--- src/rtl/mem_pkg.sv ---
// Shared types for the memory access sequencer: FSM state encoding,
// default geometry and the parity helper used for the array word.
package mem_pkg;

    localparam int DEFAULT_DATA_W = 8;
    localparam int DEFAULT_ADDR_W = 3;

    typedef enum logic [2:0] {
        IDLE,
        SETUP,
        ACCESS,
        CAPTURE,
        RESP
    } state_t;

    // XOR reduction; callers zero-extend narrower words, which
    // leaves the result unchanged.
    function automatic logic parity(input logic [63:0] d);
        return ^d;
    endfunction

endpackage

--- src/rtl/mem_access_ctrl.sv ---
// Request sequencer in front of the word-line decoder and memory array.
// Takes one read/write request at a time (req_valid/req_ready), drives a
// registered row address to the decoder, strobes the array with one setup
// cycle plus ACCESS_CYCLES strobe cycles (plus a capture cycle for reads),
// and returns one response per request (resp_valid/resp_ready).
// Ports:
//   clk, rst                         clock, async active-high reset
//   req_valid/ready/we/addr/wdata    request channel
//   dec_addr                         registered address to the decoder
//   arr_we, arr_re                   array write / read strobes
//   arr_wdata, arr_rdata             array data (one extra parity bit
//                                    when MEM_ACCESS_PARITY_EN is defined)
//   resp_valid/ready/we/rdata        response channel
//   resp_perr                        read parity error, only with
//                                    MEM_ACCESS_PARITY_EN defined
module mem_access_ctrl
    import mem_pkg::*;
#(
    parameter int DATA_W        = DEFAULT_DATA_W,
    parameter int ADDR_W        = DEFAULT_ADDR_W,
    parameter int ACCESS_CYCLES = 2
) (
    input  logic              clk,
    input  logic              rst,
    input  logic              req_valid,
    output logic              req_ready,
    input  logic              req_we,
    input  logic [ADDR_W-1:0] req_addr,
    input  logic [DATA_W-1:0] req_wdata,
    output logic [ADDR_W-1:0] dec_addr,
    output logic              arr_we,
    output logic              arr_re,
`ifdef MEM_ACCESS_PARITY_EN
    output logic [DATA_W:0]   arr_wdata,
    input  logic [DATA_W:0]   arr_rdata,
    output logic              resp_perr,
`else
    output logic [DATA_W-1:0] arr_wdata,
    input  logic [DATA_W-1:0] arr_rdata,
`endif
    output logic              resp_valid,
    input  logic              resp_ready,
    output logic              resp_we,
    output logic [DATA_W-1:0] resp_rdata
);

    generate
        if (ACCESS_CYCLES < 1 || ACCESS_CYCLES > 15) begin : g_bad_cycles
            $error("mem_access_ctrl: ACCESS_CYCLES must be 1..15");
        end
    endgenerate

    state_t     state;
    state_t     nstate;
    logic [3:0] cnt;
    logic       we_q;
    logic       rdy_q;
    logic       accept;

    // State register.
    always_ff @(posedge clk or posedge rst) begin
        if (rst) state <= IDLE;
        else     state <= nstate;
    end

    // Next-state logic.
    always_comb begin
        nstate = state;
        unique case (state)
            IDLE:    if (accept)       nstate = SETUP;
            SETUP:                     nstate = ACCESS;
            ACCESS:  if (cnt == 4'd0)  nstate = we_q ? RESP : CAPTURE;
            CAPTURE:                   nstate = RESP;
            RESP:    if (resp_ready)   nstate = IDLE;
            default:                   nstate = IDLE;
        endcase
    end

    // Outputs decoded from state. rdy_q holds req_ready low during
    // reset and for the release cycle.
    always_comb begin
        req_ready  = (state == IDLE) && rdy_q;
        arr_we     = (state == ACCESS) && we_q;
        arr_re     = ((state == ACCESS) && !we_q) || (state == CAPTURE);
        resp_valid = (state == RESP);
    end

    assign accept  = req_valid && req_ready;
    assign resp_we = we_q;

    // Datapath registers and the strobe down-counter.
    always_ff @(posedge clk or posedge rst) begin
        if (rst) begin
            rdy_q      <= 1'b0;
            dec_addr   <= '0;
            we_q       <= 1'b0;
            arr_wdata  <= '0;
            resp_rdata <= '0;
            cnt        <= 4'd0;
`ifdef MEM_ACCESS_PARITY_EN
            resp_perr  <= 1'b0;
`endif
        end else begin
            rdy_q <= 1'b1;
            if (accept) begin
                dec_addr   <= req_addr;
                we_q       <= req_we;
`ifdef MEM_ACCESS_PARITY_EN
                arr_wdata  <= {parity(64'(req_wdata)), req_wdata};
                resp_perr  <= 1'b0;
`else
                arr_wdata  <= req_wdata;
`endif
                resp_rdata <= '0;
            end
            if (state == SETUP)
                cnt <= 4'(ACCESS_CYCLES - 1);
            else if (state == ACCESS && cnt != 4'd0)
                cnt <= cnt - 4'd1;
            if (state == CAPTURE) begin
                resp_rdata <= arr_rdata[DATA_W-1:0];
`ifdef MEM_ACCESS_PARITY_EN
                resp_perr  <= ^arr_rdata;
`endif
            end
        end
    end

endmodule

--- config.mk ---
export PLATFORM = sky130hd
export DESIGN_NAME = mem_access_ctrl
export DESIGN_NICKNAME = d
export VERILOG_FILES = /design/src/rtl/mem_pkg.sv /design/src/rtl/mem_access_ctrl.sv
export SDC_FILE = /design/constraint.sdc
export NUM_CORES = 1
export LEC_CHECK = 0
export CAP_MARGIN = 10
export CORE_ASPECT_RATIO = 2
export CORE_MARGIN = 8
export CORE_UTILIZATION = 44
export CTS_BUF_LIST = sky130_fd_sc_hd__clkbuf_4 sky130_fd_sc_hd__clkbuf_8 sky130_fd_sc_hd__clkbuf_16
export DETAILED_ROUTE_END_ITERATION = 12
export PLACE_DENSITY = 0.84
export SYNTH_ARGS = -nofsm -noshare
export SYNTH_HDL_FRONTEND = slang
export SYNTH_SLANG_ARGS = --single-unit
--- constraint.sdc ---
create_clock -name clk -period 1.91 [get_ports clk]
set_input_delay 0.573 -clock clk [delete_from_list [all_inputs] [get_ports clk]]
set_output_delay 0.573 -clock clk [all_outputs]
set_load 0.005 [all_outputs]
==> run metrics <==
Die Ht=a little over 90 um; Max Freq=approximately 0.54 GHz; fillers=206; global routing's busiest layer=met2; Hold Path Class=flip-flop to flip-flop; clock slew at reported path FFs=0.09 ns; initial antenna violation count=0; RSZ-0062 raised after global routing=yes; CTS root buffer=clkbuf_8; CORE AREA=2908 um2; GR Layer Usage met3=0.02862; count of port buffers added during placement=47; worst hold slack=0.4926 ns; crit end category=primary output; DRT Wirelength=3.572 mm; post-place setup slack=-0.03905 ns; global route total overflow=0; final hold vios=0; io pins=48; library cells used by synthesis=33; Num CTS Buffers=3; grt met1 use=0.1481; antenna viol nets, final=0; Hold-fix buffers, CTS=0; DP Cell Count=192; vias post-DR=1078; layout cells sized above 1=0.2241; Worst Path Arrival=between 1 and 1.5 ns; combinational share of power=0.517; WS Path Type=flip-flop to primary output; internal power=2.152 mW; initial core utilization=0.4531; power per cell area=1599 nW/um2; Die Area=5108 um2; syn nets=139; Final Skew=0.002413 ns; clk sinks=28; Post-Syn Instances=114; Flop pwr share=0.338; maximum vdd drop=around 0.00086 V; first-pass GRT wire length=5.326 mm; post-route insts no fill=204; final RePlAce weighted congestion=0.8298; clock network power share=0.145; Netlist Area Pre-Place=~1300 um2; CP max FO=4; sw frac=0.3199; GR Layer Usage met2=0.2405; vias per cell=about 5.3; fin crit share=0.9638; sequential element share of the synthesized area=0.5318; Leak=approximately 0.90 nW; final setup vio count=0; DP Wirelength=2.558 mm; drt wl/cell=17.51 um; Worst-Skew Late Latency=0.27 ns; DR iter-0 viols=12; max-cap violation count=0; Die Wd=54.70 um; syn_area_per_cell=11.56 um2; warnings from Yosys=0; final core utilization=0.6807; DR pass1 iterations=4; Worst Slack Setup Final=0.06918 ns; Tmin final=roughly 1.8 ns; DR DRC count=0; vias in the first global route=about 1100; Switch Pwr=1.012 mW; CTS Buffer Depth=2; diode count=0; num rows=28; Req. time, crit path=1.34 ns; outcome=complete, no violations; CTS H-tree depth=1; #FFs+latches synth=28; CP Launch Type=flip-flop; CTS tree=done; all-layer global routing usage=0.1371; final-stage net count=200; largest net degree at the start of global routing=29; Max Slew Vio Count=0; Tot Pwr=3.165 mW; area grow syn2layout=50.24%
[metrics by stage]
| step | area, um2 | TNS [ns] |
|---|---|---|
| 2_1_floorplan | 1318 | 0 |
| 4_1_cts | 1956 | 0 |
| 3_5_place_dp | 1826 | -0.03905 |
| 3_3_place_gp | 1826 | 0 |
| 6_report | 1979 | 0 |
| 5_1_grt | 1979 | -0.004769 |
[cells by family (layout without fill, tap and decap cells)]
logic type / after synthesis / in the layout / share of synthesized area
AO/OA/AOI/OAI: 20 / 20 / 0.08547
adder cells (fa/ha/maj): 1 / 1 / 0.009495
buffers and inverters: 13 / 73 / 0.05983
flip-flops: 28 / 28 / 0.5318
multiplexers: 16 / 16 / 0.1614
other: 1 / 1 / 0.002846
AND/OR/NAND/NOR: 35 / 35 / 0.1491
[power groups by stage]
stage          clock (mW)  combinational, mW  sequential, mW
2_1_floorplan           0              0.723            1.07
3_3_place_gp            0               1.41            1.07
3_5_place_dp            0               1.45            1.10
4_1_cts             0.469               1.57            1.07
5_1_grt             0.496               1.76            1.11
6_report            0.459               1.64            1.07
[placed cells by master (no fill, tap or decap), types with 3 or more instances in the layout]
cell type / instances
nand2_1: 18
a21oi_1: 3
buf_4: 12
o21ai_0: 11
dfrtp_1: 26
clkdlybuf4s50_1: 43
mux2_4: 10
buf_6: 3
mux2i_1: 4
clkbuf_8: 3
inv_1: 7
[critical path: stages (launching register included)]
cell and delay (ns):
dfrtp_1 0.37, buf_4 0.13, clkdlybuf4s50_1 0.50
[Yosys cell counts]
master | count | area share
dfrtp_1 | 28 | 0.53
nand2_1 | 18 | 0.051
o21ai_0 | 11 | 0.042
mux2_4 | 10 | 0.11
inv_1 | 7 | 0.020
mux2i_1 | 4 | 0.030
a21oi_1 | 3 | 0.011
nand2b_1 | 3 | 0.014
nor2_1 | 3 | 0.0085
buf_2 | 2 | 0.0076
mux2_1 | 2 | 0.017
nor4_1 | 2 | 0.0095
a21o_1 | 1 | 0.0057
a31oi_1 | 1 | 0.0048
and2_4 | 1 | 0.0066
and3b_1 | 1 | 0.0066
buf_12 | 1 | 0.015
buf_4 | 1 | 0.0057
buf_6 | 1 | 0.0085
clkbuf_1 | 1 | 0.0028
conb_1 | 1 | 0.0028
ha_1 | 1 | 0.0095
nand3b_1 | 1 | 0.0057
nand4_1 | 1 | 0.0048
nor2b_1 | 1 | 0.0048
nor3_1 | 1 | 0.0038
nor3b_1 | 1 | 0.0057
nor3b_2 | 1 | 0.0095
nor4b_4 | 1 | 0.018
o211ai_1 | 1 | 0.0057
o21a_1 | 1 | 0.0057
o21ai_1 | 1 | 0.0038
o32ai_1 | 1 | 0.0066
[what timing repair did]
item                       in CTS  in global routing
setup endpoints to repair       4                  4
resized for setup              13                  6
gates cloned                    0                  0
pin swaps                       1                  0
setup buffers                   6                  2
[flip-flops by register name, summed over array words and instances, names as in the netlist]
name / flops
arr_wdata: 8
resp_rdata: 8
cnt: 4
dec_addr: 3
state: 3
rdy_q: 1
resp_we: 1
[per-layer routing]
layer / vias to the layer above / share of wire
li1: 504 / -
met5: - / 0
met3: 9 / 0.082
met4: 0 / 0.015
met2: 43 / 0.53
met1: 522 / 0.37
[worst paths after layout]
check	startpoint	end	slack, ns	depth (start not counted)
worst max-delay path	resp_we	resp_we	0.07	2
worst min-delay path	arr_wdata[7]	arr_wdata[7]	0.49	1
worst max register to register	state[2]	arr_wdata[7]	0.29	4
worst min register to register	arr_wdata[7]	arr_wdata[7]	0.49	1
max in group asynchronous	rst	state[1]	0.97	3
min in group asynchronous	rst	cnt[2]	0.66	3
[area by class of cell]
| type | instances | area [um2] | share of cell area |
|---|---|---|---|
| repair buffers | 62 | 583.1 | 0.2946 |
| clock buffers | 3 | 41.29 | 0.02086 |
| clock inverters | 1 | 30.03 | 0.01517 |
| flip-flops and latches | 28 | 703.2 | 0.3552 |
| multi-input cells | 73 | 558.0 | 0.2819 |
| well taps | 30 | 37.54 | 0.01896 |
| inverters | 7 | 26.28 | 0.01327 |
Note: power is estimated with default switching activity, not from simulation.
